`src/rtl/uart_tx_pkg.sv`:
```
// Shared types and encodings for the UART transmit controller slice.
// State enum, line-source select codes and small decode helpers.
package uart_tx_pkg;

  // Transmit FSM states.
  typedef enum logic [2:0] {
    ST_IDLE   = 3'd0,
    ST_START  = 3'd1,
    ST_DATA   = 3'd2,
    ST_PARITY = 3'd3,
    ST_STOP   = 3'd4
  } tx_state_t;

  // Line-source select codes driven on mux_sel.
  localparam logic [1:0] MUX_START = 2'b00;
  localparam logic [1:0] MUX_STOP  = 2'b01;
  localparam logic [1:0] MUX_DATA  = 2'b10;
  localparam logic [1:0] MUX_PAR   = 2'b11;

  // Line source that goes with a given state (idle shares the stop level).
  function automatic logic [1:0] mux_sel_of(input tx_state_t st);
    logic [1:0] sel_v;
    sel_v = MUX_STOP;
    case (st)
      ST_IDLE:   sel_v = MUX_STOP;
      ST_START:  sel_v = MUX_START;
      ST_DATA:   sel_v = MUX_DATA;
      ST_PARITY: sel_v = MUX_PAR;
      ST_STOP:   sel_v = MUX_STOP;
      default:   sel_v = MUX_STOP;
    endcase
    return sel_v;
  endfunction

  // A frame is on the line in every state except idle.
  function automatic logic busy_of(input tx_state_t st);
    logic busy_v;
    busy_v = 1'b1;
    if (st == ST_IDLE) begin
      busy_v = 1'b0;
    end else begin
      busy_v = 1'b1;
    end
    return busy_v;
  endfunction

endpackage

```
`src/rtl/uart_tx_mux.sv`:
```
// Serial line source multiplexer: picks start level, stop/idle level,
// the addressed payload bit or the parity bit according to mux_sel.
module uart_tx_mux
  import uart_tx_pkg::*;
#(
  parameter int DATA_WIDTH = 8,
  localparam int CNT_W = $clog2(DATA_WIDTH)
) (
  input  logic [1:0]            mux_sel,
  input  logic [DATA_WIDTH-1:0] frame,
  input  logic [CNT_W-1:0]      bit_idx,
  input  logic                  par_bit,
  output logic                  line_s
);

  // Select the line level for the chosen source; stop level is the safe fallback.
  always_comb begin
    line_s = 1'b1;
    case (mux_sel)
      MUX_START: line_s = 1'b0;
      MUX_STOP:  line_s = 1'b1;
      MUX_DATA:  line_s = frame[bit_idx];
      MUX_PAR:   line_s = par_bit;
      default:   line_s = 1'b1;
    endcase
  end

endmodule

```
`src/rtl/uart_tx_ctrl.sv`:
```
// UART transmit controller. Frames a DATA_WIDTH payload as start bit,
// LSB-first data, optional parity bit and stop bit. The parity generator
// is external: it is loaded through par_data/par_valid on accept and its
// result comes back on par_bit. TX_OUT, mux_sel and Busy are registered
// from the next-state decode so they line up with the state of each cycle.
// DATA_WIDTH is intended for 5..9.
module uart_tx_ctrl
  import uart_tx_pkg::*;
#(
  parameter int DATA_WIDTH = 8
) (
  input  logic                  CLK,
  input  logic                  RST,
  input  logic [DATA_WIDTH-1:0] P_DATA,
  input  logic                  DATA_Valid,
  input  logic                  PAR_EN,
  input  logic                  par_bit,
  output logic [DATA_WIDTH-1:0] par_data,
  output logic                  par_valid,
  output logic [1:0]            mux_sel,
  output logic                  TX_OUT,
  output logic                  Busy
);

  localparam int              CNT_W    = $clog2(DATA_WIDTH);
  localparam logic [CNT_W-1:0] BIT_LAST = CNT_W'(DATA_WIDTH - 1);
  localparam logic [CNT_W-1:0] BIT_ONE  = CNT_W'(1);
  localparam logic [CNT_W-1:0] BIT_ZERO = CNT_W'(0);

  tx_state_t             state_r;
  tx_state_t             state_nx_s;
  logic [CNT_W-1:0]      bit_cnt_r;
  logic [CNT_W-1:0]      bit_cnt_nx_s;
  logic [DATA_WIDTH-1:0] frame_r;
  logic                  par_en_r;
  logic                  accept_s;
  logic [1:0]            mux_sel_nx_s;
  logic                  line_nx_s;

  // A new frame is taken only when the line is idle or finishing a stop bit.
  always_comb begin
    accept_s = 1'b0;
    if (DATA_Valid && ((state_r == ST_IDLE) || (state_r == ST_STOP))) begin
      accept_s = 1'b1;
    end else begin
      accept_s = 1'b0;
    end
  end

  // The parity unit sees the raw payload; its load strobe is the accept, held off in reset.
  assign par_data  = P_DATA;
  assign par_valid = accept_s & ~RST;

  // Next-state and bit-counter decode.
  always_comb begin
    state_nx_s   = state_r;
    bit_cnt_nx_s = bit_cnt_r;
    case (state_r)
      ST_IDLE: begin
        if (accept_s) begin
          state_nx_s = ST_START;
        end else begin
          state_nx_s = ST_IDLE;
        end
      end
      ST_START: begin
        state_nx_s   = ST_DATA;
        bit_cnt_nx_s = BIT_ZERO;
      end
      ST_DATA: begin
        if (bit_cnt_r == BIT_LAST) begin
          if (par_en_r) begin
            state_nx_s = ST_PARITY;
          end else begin
            state_nx_s = ST_STOP;
          end
        end else begin
          state_nx_s   = ST_DATA;
          bit_cnt_nx_s = bit_cnt_r + BIT_ONE;
        end
      end
      ST_PARITY: begin
        state_nx_s = ST_STOP;
      end
      ST_STOP: begin
        if (accept_s) begin
          state_nx_s = ST_START;
        end else begin
          state_nx_s = ST_IDLE;
        end
      end
      default: begin
        state_nx_s   = ST_IDLE;
        bit_cnt_nx_s = BIT_ZERO;
      end
    endcase
  end

  // Line source for the coming cycle follows the next state.
  assign mux_sel_nx_s = mux_sel_of(state_nx_s);

  // The data bit is addressed with the next counter value so the registered
  // line carries frame[bit_cnt] in the same cycle that bit_cnt holds it;
  // par_bit is captured on the edge that enters the parity state.
  uart_tx_mux #(
    .DATA_WIDTH (DATA_WIDTH)
  ) u_tx_mux (
    .mux_sel (mux_sel_nx_s),
    .frame   (frame_r),
    .bit_idx (bit_cnt_nx_s),
    .par_bit (par_bit),
    .line_s  (line_nx_s)
  );

  // FSM state, frame capture and registered line/status outputs.
  always_ff @(posedge CLK) begin
    if (RST) begin
      state_r   <= ST_IDLE;
      bit_cnt_r <= BIT_ZERO;
      frame_r   <= {DATA_WIDTH{1'b0}};
      par_en_r  <= 1'b0;
      TX_OUT    <= 1'b1;
      Busy      <= 1'b0;
      mux_sel   <= MUX_STOP;
    end else begin
      state_r   <= state_nx_s;
      bit_cnt_r <= bit_cnt_nx_s;
      if (accept_s) begin
        frame_r  <= P_DATA;
        par_en_r <= PAR_EN;
      end else begin
        frame_r  <= frame_r;
        par_en_r <= par_en_r;
      end
      TX_OUT  <= line_nx_s;
      Busy    <= busy_of(state_nx_s);
      mux_sel <= mux_sel_nx_s;
    end
  end

endmodule

```
`config.mk`:
```
export PLATFORM = sky130hd
export DESIGN_NAME = uart_tx_ctrl
export DESIGN_NICKNAME = d
export VERILOG_FILES = /design/src/rtl/uart_tx_pkg.sv /design/src/rtl/uart_tx_mux.sv /design/src/rtl/uart_tx_ctrl.sv
export SDC_FILE = /design/constraint.sdc
export NUM_CORES = 1
export LEC_CHECK = 0
export BUFFER_PORTS_ARGS = -buffer_cell sky130_fd_sc_hd__buf_2
export CORE_MARGIN = 4
export CORE_UTILIZATION = 45
export CTS_BUF_LIST = sky130_fd_sc_hd__clkbuf_4 sky130_fd_sc_hd__clkbuf_8 sky130_fd_sc_hd__clkbuf_16
export DETAILED_ROUTE_END_ITERATION = 10
export GPL_TIMING_DRIVEN = 1
export PLACE_DENSITY = 0.7
export SKIP_CTS_REPAIR_TIMING = 1
export SYNTH_ARGS = -nofsm -noshare
export SYNTH_HDL_FRONTEND = slang
export SYNTH_SLANG_ARGS = --single-unit
```
`constraint.sdc`:
```
create_clock -name CLK -period 2.5 [get_ports CLK]
set_clock_uncertainty 0.2 [all_clocks]
set_input_delay 0.625 -clock CLK [delete_from_list [all_inputs] [get_ports CLK]]
set_output_delay 0.625 -clock CLK [all_outputs]
set_load 0.05 [all_outputs]
```
# Word level (Yosys, flattened, before mapping)

Cells that the tools add are included.

$lt $le $gt $ge: 1
Shift-type cells: 0
$mul: 0
Equal/unequal tests: 11
Bitwise operators: 2
Divide/modulo/power cells: 0
$add $sub $neg: 1
Reductions and logical operators: 7
Multiplexer cells: 12

Operators by type and width:

| operator                                                               | count |
|---|---|
| 3-bit by 2-bit equality test with 1-bit output (second input constant) | 4 |
| 3-bit one-hot mux with 4 select lines                                  | 1 |
| 3-bit two-way mux                                                      | 3 |
| 3-bit by 1-bit equality test with 1-bit output (second input constant) | 2 |
| 3-bit equality test (second input constant)                            | 2 |
| 3-bit zero test                                                        | 2 |
| 2-bit one-hot mux with 3 select lines                                  | 1 |
| 3-bit one-hot mux with 2 select lines                                  | 1 |
| 2-bit equality test (second input constant)                            | 2 |
| 3-bit by 4-bit < comparator with 1-bit output (second input constant)  | 1 |
| 1-bit two-way mux                                                      | 4 |
| 1-bit one-hot mux with 4 select lines                                  | 1 |
| 3-bit by 1-bit adder with 3-bit output (second input constant)         | 1 |
| 1-bit binary-select mux with 3-bit select                              | 1 |
| 3-bit OR reduction                                                     | 1 |
| 2-bit by 1-bit equality test with 1-bit output (second input constant) | 1 |
| 2-bit zero test                                                        | 1 |
| 2-bit OR reduction                                                     | 1 |
| 1-bit AND                                                              | 1 |
| 1-bit logical AND                                                      | 1 |
| 1-bit logical OR                                                       | 1 |
| 1-bit NOT                                                              | 1 |

Output and inout port bits: 13
Latch bits: 0
Memories kept: 0
Bits in registers: 19
ROM bits: 0
Input port bits: 13
RAM bits: 0

# Depth between registers and ports, before layout

Gate-level depths: netlist of the first run.

Depth in word-level cells: 10
Depth in mapped cells: 7

# Cells and area by module

A second synthesis of the first run with hierarchy kept.

Cells, all modules: 116
Area, all modules: 974.7 um^2

Modules (own cells, without submodules):

| module       | cells each | area each (um^2) | instances | sequential area each (um^2) |
|---|---|---|---|---|
| uart_tx_ctrl | 106        | 884.6            | 1         | 380.4 |
| uart_tx_mux  | 10         | 90.1             | 1         | 0.0 |

# Least setup slack after synthesis of the first run

OpenSTA, ideal clock, no wires.

Path type: input -> output
From: input port RST
To: output port par_valid
Setup slack: 53 ps
Data required time: 1675 ps
Stages on the path: 3
Path buffers: 2
Arrival: 1622 ps
Path through: clkbuf_8 -> clkbuf_1 -> nor2_1

Longest elaborated chain between the ends: 2

RTL lines:

| what               | RTL line           | text |
|---|---|---|
| start: declaration | uart_tx_ctrl.sv:13 | `input logic RST,` |
| 1-bit NOT          | uart_tx_ctrl.sv:52 | `assign par_valid = accept_s & ~RST;` |
| 1-bit AND          | uart_tx_ctrl.sv:52 |  |
| end: declaration   | uart_tx_ctrl.sv:19 | `output logic par_valid,` |

No other way between the ends.

# Worst setup path after layout of the first run

From: register state_r[1]
To: output port par_valid

Longest elaborated chain between the ends: 5

RTL lines:

| what                                                          | RTL line            | text |
|---|---|---|
| start: declaration                                            | uart_tx_ctrl.sv:30  | `tx_state_t state_r;` |
| start signal: assignment                                      | uart_tx_ctrl.sv:126 | `state_r <= state_nx_s;` |
| 3-bit equality test / 3-bit zero test (equally long branches) | uart_tx_ctrl.sv:43  | `if (DATA_Valid && ((state_r == ST_IDLE) \|\| (state_r == ST_STOP))) begin` |
| 1-bit logical OR (*)                                          | uart_tx_ctrl.sv:43  |  |
| 1-bit logical AND (*)                                         | uart_tx_ctrl.sv:43  |  |
| 1-bit two-way mux (*)                                         | uart_tx_ctrl.sv:43  |  |
| 1-bit AND (*)                                                 | uart_tx_ctrl.sv:52  |  |

Every way passes the cells marked *; elsewhere a longest branch is shown, timed or not.

==> results of run 1 <==
==> per-layer routing <==
layer / global-route usage (%) / routed length (microns)
met1: 19.0 / 841
met2: 28.0 / 1070
met3: 3.49 / 109
met4: 11.3 / 59
met5: 0 / 0
==> how the worst min path moves through the flow <==
stage | from | to | slack (ns) | cells after the start
after floorplan | frame_r[2] | frame_r[2] | 0.23 | 2
after global placement | frame_r[5] | frame_r[5] | 0.25 | 2
after detailed placement | frame_r[5] | frame_r[5] | 0.25 | 2
after CTS | frame_r[5] | frame_r[5] | 0.26 | 2
after global routing | frame_r[4] | frame_r[4] | 0.29 | 2
final | frame_r[5] | frame_r[5] | 0.26 | 2
==> logic make-up after synthesis <==
kind of cell | synth area share [%]
adders and majority gates | 1.25
DFF | 38.0
AOI/OAI and AO/OA | 17.0
buffers and inverters | 12.9
xor gates and xnor gates | 0.875
and+or+nand+nor | 26.0
muxes | 4.00
==> flip-flops by register name, indices dropped and copies added (netlist names) <==
signal	flops
state_r	3
bit_cnt_r	3
Busy	1
mux_sel	2
frame_r	8
TX_OUT	1
par_en_r	1
==> cells in the mapped netlist <==
| cell | count | area (sq um) |
|---|---|---|
| clkbuf_1 | 2 | 7.51 |
| nor2_1 | 8 | 30.0 |
| o2111ai_1 | 2 | 17.5 |
| a32o_1 | 1 | 10.0 |
| nor2b_1 | 4 | 25.0 |
| nand3b_1 | 1 | 7.51 |
| a211oi_1 | 1 | 7.51 |
| nor4bb_2 | 1 | 16.3 |
| a31oi_1 | 1 | 6.26 |
| and2_1 | 1 | 6.26 |
| xor2_1 | 1 | 8.76 |
| o31ai_2 | 1 | 12.5 |
| or2_2 | 1 | 6.26 |
| and3b_1 | 1 | 8.76 |
| inv_1 | 3 | 11.3 |
| o21ai_0 | 1 | 5.00 |
| nor2b_2 | 1 | 8.76 |
| dfxtp_1 | 19 | 380 |
| and3_2 | 1 | 7.51 |
| clkbuf_8 | 1 | 13.8 |
| or3b_1 | 1 | 8.76 |
| mux2i_1 | 4 | 40.0 |
| nand4_1 | 1 | 6.26 |
| a2bb2oi_1 | 2 | 17.5 |
| buf_2 | 2 | 10.0 |
| buf_4 | 10 | 75.1 |
| o311ai_1 | 1 | 8.76 |
| a211oi_4 | 1 | 20.0 |
| buf_6 | 1 | 11.3 |
| nor3b_1 | 1 | 7.51 |
| a21oi_1 | 13 | 65.1 |
| nor3_1 | 3 | 15.0 |
| nand3_1 | 4 | 20.0 |
| ha_1 | 1 | 12.5 |
| nand2_1 | 23 | 86.3 |
==> worst min-delay path: stages (launching register included) <==
cell and delay [ns]:
dfxtp_1 0.32, nand2_1 0.05, a21oi_1 0.05
==> through the flow <==
stage | instances | power, mW | instance area, sq um
finish | 165 | 0.658 | 1110
floorplan | 120 | 0.467 | 1000
global route | 165 | 0.694 | 1110
CTS | 165 | 0.663 | 1110
global placement | 161 | 0.496 | 1080
detailed placement | 161 | 0.499 | 1080
==> layout make-up <==
cell class / count / area share [%]
clock buffer: 4 / 2.70
inverter: 3 / 1.01
multi-input combinational: 82 / 44.4
sequential: 19 / 34.2
tap: 27 / 3.04
timing repair buffer: 30 / 14.6
==> power by group <==
part | internal, mW | switching (mW)
Sequential | 0.323 | 0.0144
Combinational | 0.0498 | 0.105
Clock | 0.0732 | 0.0936
Total | 0.446 | 0.213
==> flow_summary.ini, run 1 <==
[drt]
dr.first_iter.drc_count = 4
drc = 0
ant_nets = 0
wl_mm = 2.08
dr.pass1.iters = 4
viasPerCell = 5.24
vias = 864
routedWlPerCell_microns = 12.6

[sta]
maxSlewViolCount = 0
grt_setup_unrepaired = false
slew_headroom_pct = 73.9
max_freq_mhz = 423
hold_ws_ns = 0.259
min_period_ns = 2.36
worst_slack_ns = 0.136
finalCritPeriodShare_pct = 94.5
worst_pin_slew_ns = 0.391
setup_viol = 0
setup_tns_ns = 0
hold_viol_final = 0

[logic_synthesis]
postSynthCellCount = 120
synth_seq_cells = 19
synthesis.area_sq_mm = 0.00100
syn_nets = 134
synth_cell_types = 35
syn_avg_cell_area_sq_um = 8.34
ys_warn_count = 0
ys_seq_area_share_pct = 38.0

[placement]
dp_slack_ns = 0.338
port_buffers = 25
dp_hpwl_mm = 1.65
gp_congestion = 0.808

[floorplanning]
rows = 16
start_util_pct = 49.0
core_area_sq_mm = 0.00204
die_width_microns = 55.2
dieArea_sq_mm = 0.00304
boundaryPins = 26
die_y_microns = 55.2

[setup_path]
endpoint_kind = primary output
critPathBufInv = 1
critPathLaunchType = flip-flop
crit_start = state_r[1]
required_ns = 1.67
path_depth = 4
slowest_delay_ns = 0.44
r2r_end = TX_OUT
crit_arrival_ns = 1.54
crit_path_cell_trace = nor2_2 -> nand2_1 -> nor2_1 -> buf_2
rr_worst_depth = 7
crit_path_end = par_valid
rr_startpoint = bit_cnt_r[0]
path_class = reg2out
crit_fanout = 13
r2r_slack_ns = 0.33
cp_top_family = simple AND/OR/NAND/NOR gates
critical_path.slowest_cell = dfxtp_1

[clock_tree]
cts_inserted_buffers = 3
root_buffer = clkbuf_4
htreeDepth = 1
clk_latency_ns = 0.30
tritoncts = yes
cts_sinks = 19
clock_path_buffers = 2
clkTransAtPathRegs_ns = 0.10

[run_status]
status = finished clean

[layout]
areaGrowthSynthToFinish_pct = 11.1
multi_input_area_sq_um = 494
final_common_cell = buf_2
antenna_cells = 0
final_cell_mix = buf_2, nand2_1, dfxtp_1
register_area_sq_um = 380
num-fill-cells = 224
final_core_util_pct = 54.5
fin_nets = 153
layout-drive-gt1-share_pct = 29.7

[grt]
grt-ovfl-total = 0
grt_start_max_net_pins = 18
grt_pass1_wl_mm = 3.56
antenna_found_initial = 0
grt_pass1_vias = 829
track_usage_pct = 16.8

[hold_path]
hold_class = reg2reg

[job]
cap_violations = 0

[power_and_ir_drop]
peakVddDrop_mv = 0.505
power_density_mw_per_mm2 = 592
leakage_nw = 0.508
Note: power is estimated with default switching activity, not from simulation.
==> inputs of run 2 (changes only) <==
--- a/config.mk
+++ b/config.mk
@@ -5,6 +5,7 @@
 export SDC_FILE = /design/constraint.sdc
 export NUM_CORES = 1
 export LEC_CHECK = 0
+export ABC_AREA = 0
 export BUFFER_PORTS_ARGS = -buffer_cell sky130_fd_sc_hd__buf_2
 export CORE_MARGIN = 4
 export CORE_UTILIZATION = 45
@@ -12,6 +13,7 @@
 export DETAILED_ROUTE_END_ITERATION = 10
 export GPL_TIMING_DRIVEN = 1
 export PLACE_DENSITY = 0.7
+export SETUP_SLACK_MARGIN = 0.15
 export SKIP_CTS_REPAIR_TIMING = 1
 export SYNTH_ARGS = -nofsm -noshare
 export SYNTH_HDL_FRONTEND = slang
==> flow_summary.ini, run 2 (synthesized netlist as in run 1, its figures left out) <==
[power_and_ir_drop]
power_density_mw_per_mm2 = 589
finalPower_mw = 0.654
peakVddDrop_mv = 0.341
leakage_nw = 0.504

[drt]
wl_mm = 2.06
viasPerCell = 5.22
routedWlPerCell_microns = 12.6
ant_nets = 0
drc = 0
dr.first_iter.drc_count = 19
vias = 856
dr.pass1.iters = 4

[floorplanning]
die_y_microns = 55.2
core_area_sq_mm = 0.00204
start_util_pct = 49.0
die_width_microns = 55.2
dieArea_sq_mm = 0.00304
boundaryPins = 26
rows = 16

[run_status]
status = finished clean

[placement]
place_area_sq_mm = 0.00107
port_buffers = 25
gp_congestion = 0.844
dp_hpwl_mm = 1.55

[clock_tree]
root_buffer = clkbuf_4
htreeDepth = 1
cts_inserted_buffers = 3
cts_sinks = 19
clock_path_buffers = 2
clkTransAtPathRegs_ns = 0.11
tritoncts = yes
clk_latency_ns = 0.30

[layout]
largest_reg_flops = 8
layout-drive-gt1-share_pct = 30.7
fin_nets = 152
final_cell_mix = buf_2, nand2_1, dfxtp_1
areaGrowthSynthToFinish_pct = 11.0
final_cell_area_sq_mm = 0.00111
antenna_cells = 0
top_regs = frame_r (8), bit_cnt_r (3), state_r (3)
regMostFlops = frame_r
final_common_cell = buf_2

[grt]
track_usage_pct = 16.9
antenna_found_initial = 0
grt-ovfl-total = 0
grt_pass1_wl_mm = 3.59
grt_pass1_vias = 794
grt_start_max_net_pins = 19

[setup_path]
slowest_delay_ns = 0.41
path_class = reg2out
critPathBufInv = 1
critical_path.slowest_cell = dfxtp_2
crit_path_cell_trace = nor2_4 -> nand2_1 -> nor2_2 -> buf_2
crit_arrival_ns = 1.38
crit_fanout = 13
required_ns = 1.67
endpoint_kind = primary output
cp_top_family = flip-flops
critPathLaunchType = flip-flop

[sta]
max_freq_mhz = 454
min_period_ns = 2.20
hold_viol_final = 0
worst_pin_slew_ns = 0.355
setup_viol = 0
maxSlewViolCount = 0
slew_headroom_pct = 76.0
finalCritPeriodShare_pct = 88.1
grt_setup_unrepaired = false

[job]
cap_violations = 0

[hold_path]
hold_class = reg2reg
==> run 2: cell count changes in the layout (fill, tap and decap cells not counted) <==
cell | previous run | this run
buf_4 | 5 | 4
clkbuf_4 | 4 | 3
clkinv_2 | 0 | 1
dfxtp_1 | 19 | 18
dfxtp_2 | 0 | 1
nor2_1 | 7 | 6
nor2_4 | 0 | 1
==> run 2: tightest hold or removal path, cell delays in order, from the launching register on <==
cell	delay (ns)
dfxtp_1	0.33
nand2_1	0.05
a21oi_1	0.05
==> run 2: routing by layer <==
metal	vias to the layer above	wire [microns]	GRT usage, %
met5	-	0	0
met2	25	986	26.4
met1	392	941	21.8
li1	435	-	-
met3	4	97	3.22
met4	0	37	8.91
==> run 2: per-stage QoR <==
step	hold slack (ns)	setup WS (ns)	util (%)	cells	TNS (ns)
final	0.264	0.297	54.4	164	0
after CTS	0.267	-0.0396	54.0	164	-0.0396
after global routing	0.291	0.151	54.4	164	0
after detailed placement	0.251	0.327	52.6	160	0
after global placement	0.248	0.316	52.6	160	0
after floorplan	0.232	0.267	-	120	0
==> run 2: layout make-up <==
cell class                 instances  area, sq um
inverter                           3         11.3
tap                               27         33.8
timing repair buffer              29          155
clock buffer                       3         22.5
multi-input combinational         82          502
clock inverter                     1         5.00
sequential                        19          382
fill                             221          931
==> run 2: where the power goes <==
group | internal [mW] | switching, mW | leakage (nW)
Clock | 0.0596 | 0.101 | 0.0177
Sequential | 0.323 | 0.0155 | 0.156
Combinational | 0.0496 | 0.106 | 0.330
==> run 2: final timing paths <==
kind	start	end	slack (ns)	cells past startpoint
setup / recovery	state_r[1]	par_valid	0.30	4
setup reg to reg	bit_cnt_r[0]	TX_OUT	0.36	7
hold / removal	frame_r[4]	frame_r[4]	0.26	2
hold reg to reg	frame_r[4]	frame_r[4]	0.26	2
==> inputs of run 3 (changes only) <==
--- a/config.mk
+++ b/config.mk
@@ -5,7 +5,6 @@
 export SDC_FILE = /design/constraint.sdc
 export NUM_CORES = 1
 export LEC_CHECK = 0
-export ABC_AREA = 0
 export BUFFER_PORTS_ARGS = -buffer_cell sky130_fd_sc_hd__buf_2
 export CORE_MARGIN = 4
 export CORE_UTILIZATION = 45
@@ -13,6 +12,7 @@
 export DETAILED_ROUTE_END_ITERATION = 10
 export GPL_TIMING_DRIVEN = 1
 export PLACE_DENSITY = 0.7
+export REMOVE_ABC_BUFFERS = 1
 export SETUP_SLACK_MARGIN = 0.15
 export SKIP_CTS_REPAIR_TIMING = 1
 export SYNTH_ARGS = -nofsm -noshare
==> flow_summary.ini, run 3 (synthesized netlist as in run 1, its figures left out) <==
[run_status]
status = finished clean

[layout]
register_area_sq_um = 380
regMostFlops = frame_r
multi_input_area_sq_um = 499
top_regs = frame_r (8), bit_cnt_r (3), state_r (3)
fin_nets = 152
final_cell_area_sq_mm = 0.00111
num-fill-cells = 206
final_common_cell = buf_2
areaGrowthSynthToFinish_pct = 10.9
largest_reg_flops = 8
final_cell_mix = buf_2, nand2_1, dfxtp_1
antenna_cells = 0
layout-drive-gt1-share_pct = 29.2

[placement]
dp_hpwl_mm = 1.55
gp_congestion = 0.941
place_area_sq_mm = 0.00107
port_buffers = 25

[clock_tree]
clkTransAtPathRegs_ns = 0.11
root_buffer = clkbuf_4
clock_path_buffers = 2
cts_sinks = 19
htreeDepth = 1
cts_inserted_buffers = 3
tritoncts = yes
clk_latency_ns = 0.29

[drt]
vias = 851
wl_mm = 1.96
drc = 0
viasPerCell = 5.19
dr.first_iter.drc_count = 23
ant_nets = 0
routedWlPerCell_microns = 12.0
dr.pass1.iters = 4

[sta]
hold_ws_ns = 0.265
slew_headroom_pct = 75.0
maxSlewViolCount = 0
hold_viol_final = 0
grt_setup_unrepaired = false
finalCritPeriodShare_pct = 86.4
min_period_ns = 2.16
worst_pin_slew_ns = 0.369
max_freq_mhz = 463
setup_tns_ns = 0
setup_viol = 0

[power_and_ir_drop]
power_frac_seq_pct = 51.4
switchingPower_mw = 0.209
power_density_mw_per_mm2 = 589
swShare_pct = 32.0
leakage_nw = 0.505
peakVddDrop_mv = 0.362
pwr-share-clk_pct = 24.8
pwr-share-comb_pct = 23.9
internal_power_mw = 0.444

[setup_path]
rr_startpoint = bit_cnt_r[0]
required_ns = 1.67
r2r_slack_ns = 0.34
crit_start = state_r[1]
endpoint_kind = primary output
path_class = reg2out
crit_arrival_ns = 1.34
crit_fanout = 5
critPathLaunchType = flip-flop
rr_worst_depth = 7
r2r_end = TX_OUT

[grt]
track_usage_pct = 15.2
grt-ovfl-total = 0
grt_pass1_wl_mm = 3.31
grt_pass1_vias = 749
antenna_found_initial = 0
grt_start_max_net_pins = 19

[hold_path]
hold_class = reg2reg
whs_path_depth = 2
hp-start = frame_r[3]
min_to = frame_r[3]

[floorplanning]
rows = 16
die_width_microns = 55.2
die_y_microns = 55.2
boundaryPins = 26
start_util_pct = 49.0
core_area_sq_mm = 0.00204
dieArea_sq_mm = 0.00304

[job]
cap_violations = 0
-- run 3: cell types whose count changed in the layout (fill, tap and decap cells not counted) --
cell	before	now
nor2_2	1	0
clkinv_2	1	0
nor2_1	6	7
dfxtp_1	18	19
clkbuf_4	3	4
dfxtp_2	1	0
-- run 3: metal layers --
layer	wire, microns	GRT usage [%]
met5	0	0
met4	12	4.86
met3	157	3.22
met2	928	24.8
met1	862	19.9
-- run 3: critical path: stages (launching register included) --
cell	delay, ns
dfxtp_1	0.38
nor2_4	0.19
nand2_1	0.12
nor2_1	0.10
buf_2	0.27
-- run 3: layout make-up --
cell class | instances | share of cell area, %
Sequential cell | 19 | 34.3
Tap cell | 27 | 3.04
Timing Repair Buffer | 29 | 14.0
Multi-Input combinational cell | 82 | 45.0
Clock buffer | 4 | 2.71
Inverter | 3 | 1.01
-- run 3: how the worst max path moves through the flow --
stage | to | slack (ns) | depth (start not counted)
6_report | par_valid | 0.34 | 4
5_1_grt | TX_OUT | 0.17 | 7
3_5_place_dp | TX_OUT | 0.38 | 7
3_3_place_gp | par_valid | 0.42 | 4
2_1_floorplan | par_valid | 0.01 | 3
4_1_cts | par_valid | 0.1 | 4
-- run 3: stage by stage --
stage	setup WS (ns)	util, %	std cells	power (mW)
2_1_floorplan	0.0128	-	104	0.422
3_3_place_gp	0.423	52.5	160	0.495
3_5_place_dp	0.380	52.5	160	0.497
4_1_cts	0.0980	54.0	164	0.654
5_1_grt	0.171	54.4	164	0.688
6_report	0.340	54.4	164	0.653
-- run 3: power groups by stage --
stage                     combinational (mW)  sequential (mW)  clock [mW]
after detailed placement               0.155            0.342           0
after CTS                              0.156            0.335       0.163
after global routing                   0.170            0.339       0.179
final                                  0.156            0.336       0.162
after global placement                 0.154            0.342           0
after floorplan                       0.0565            0.366           0
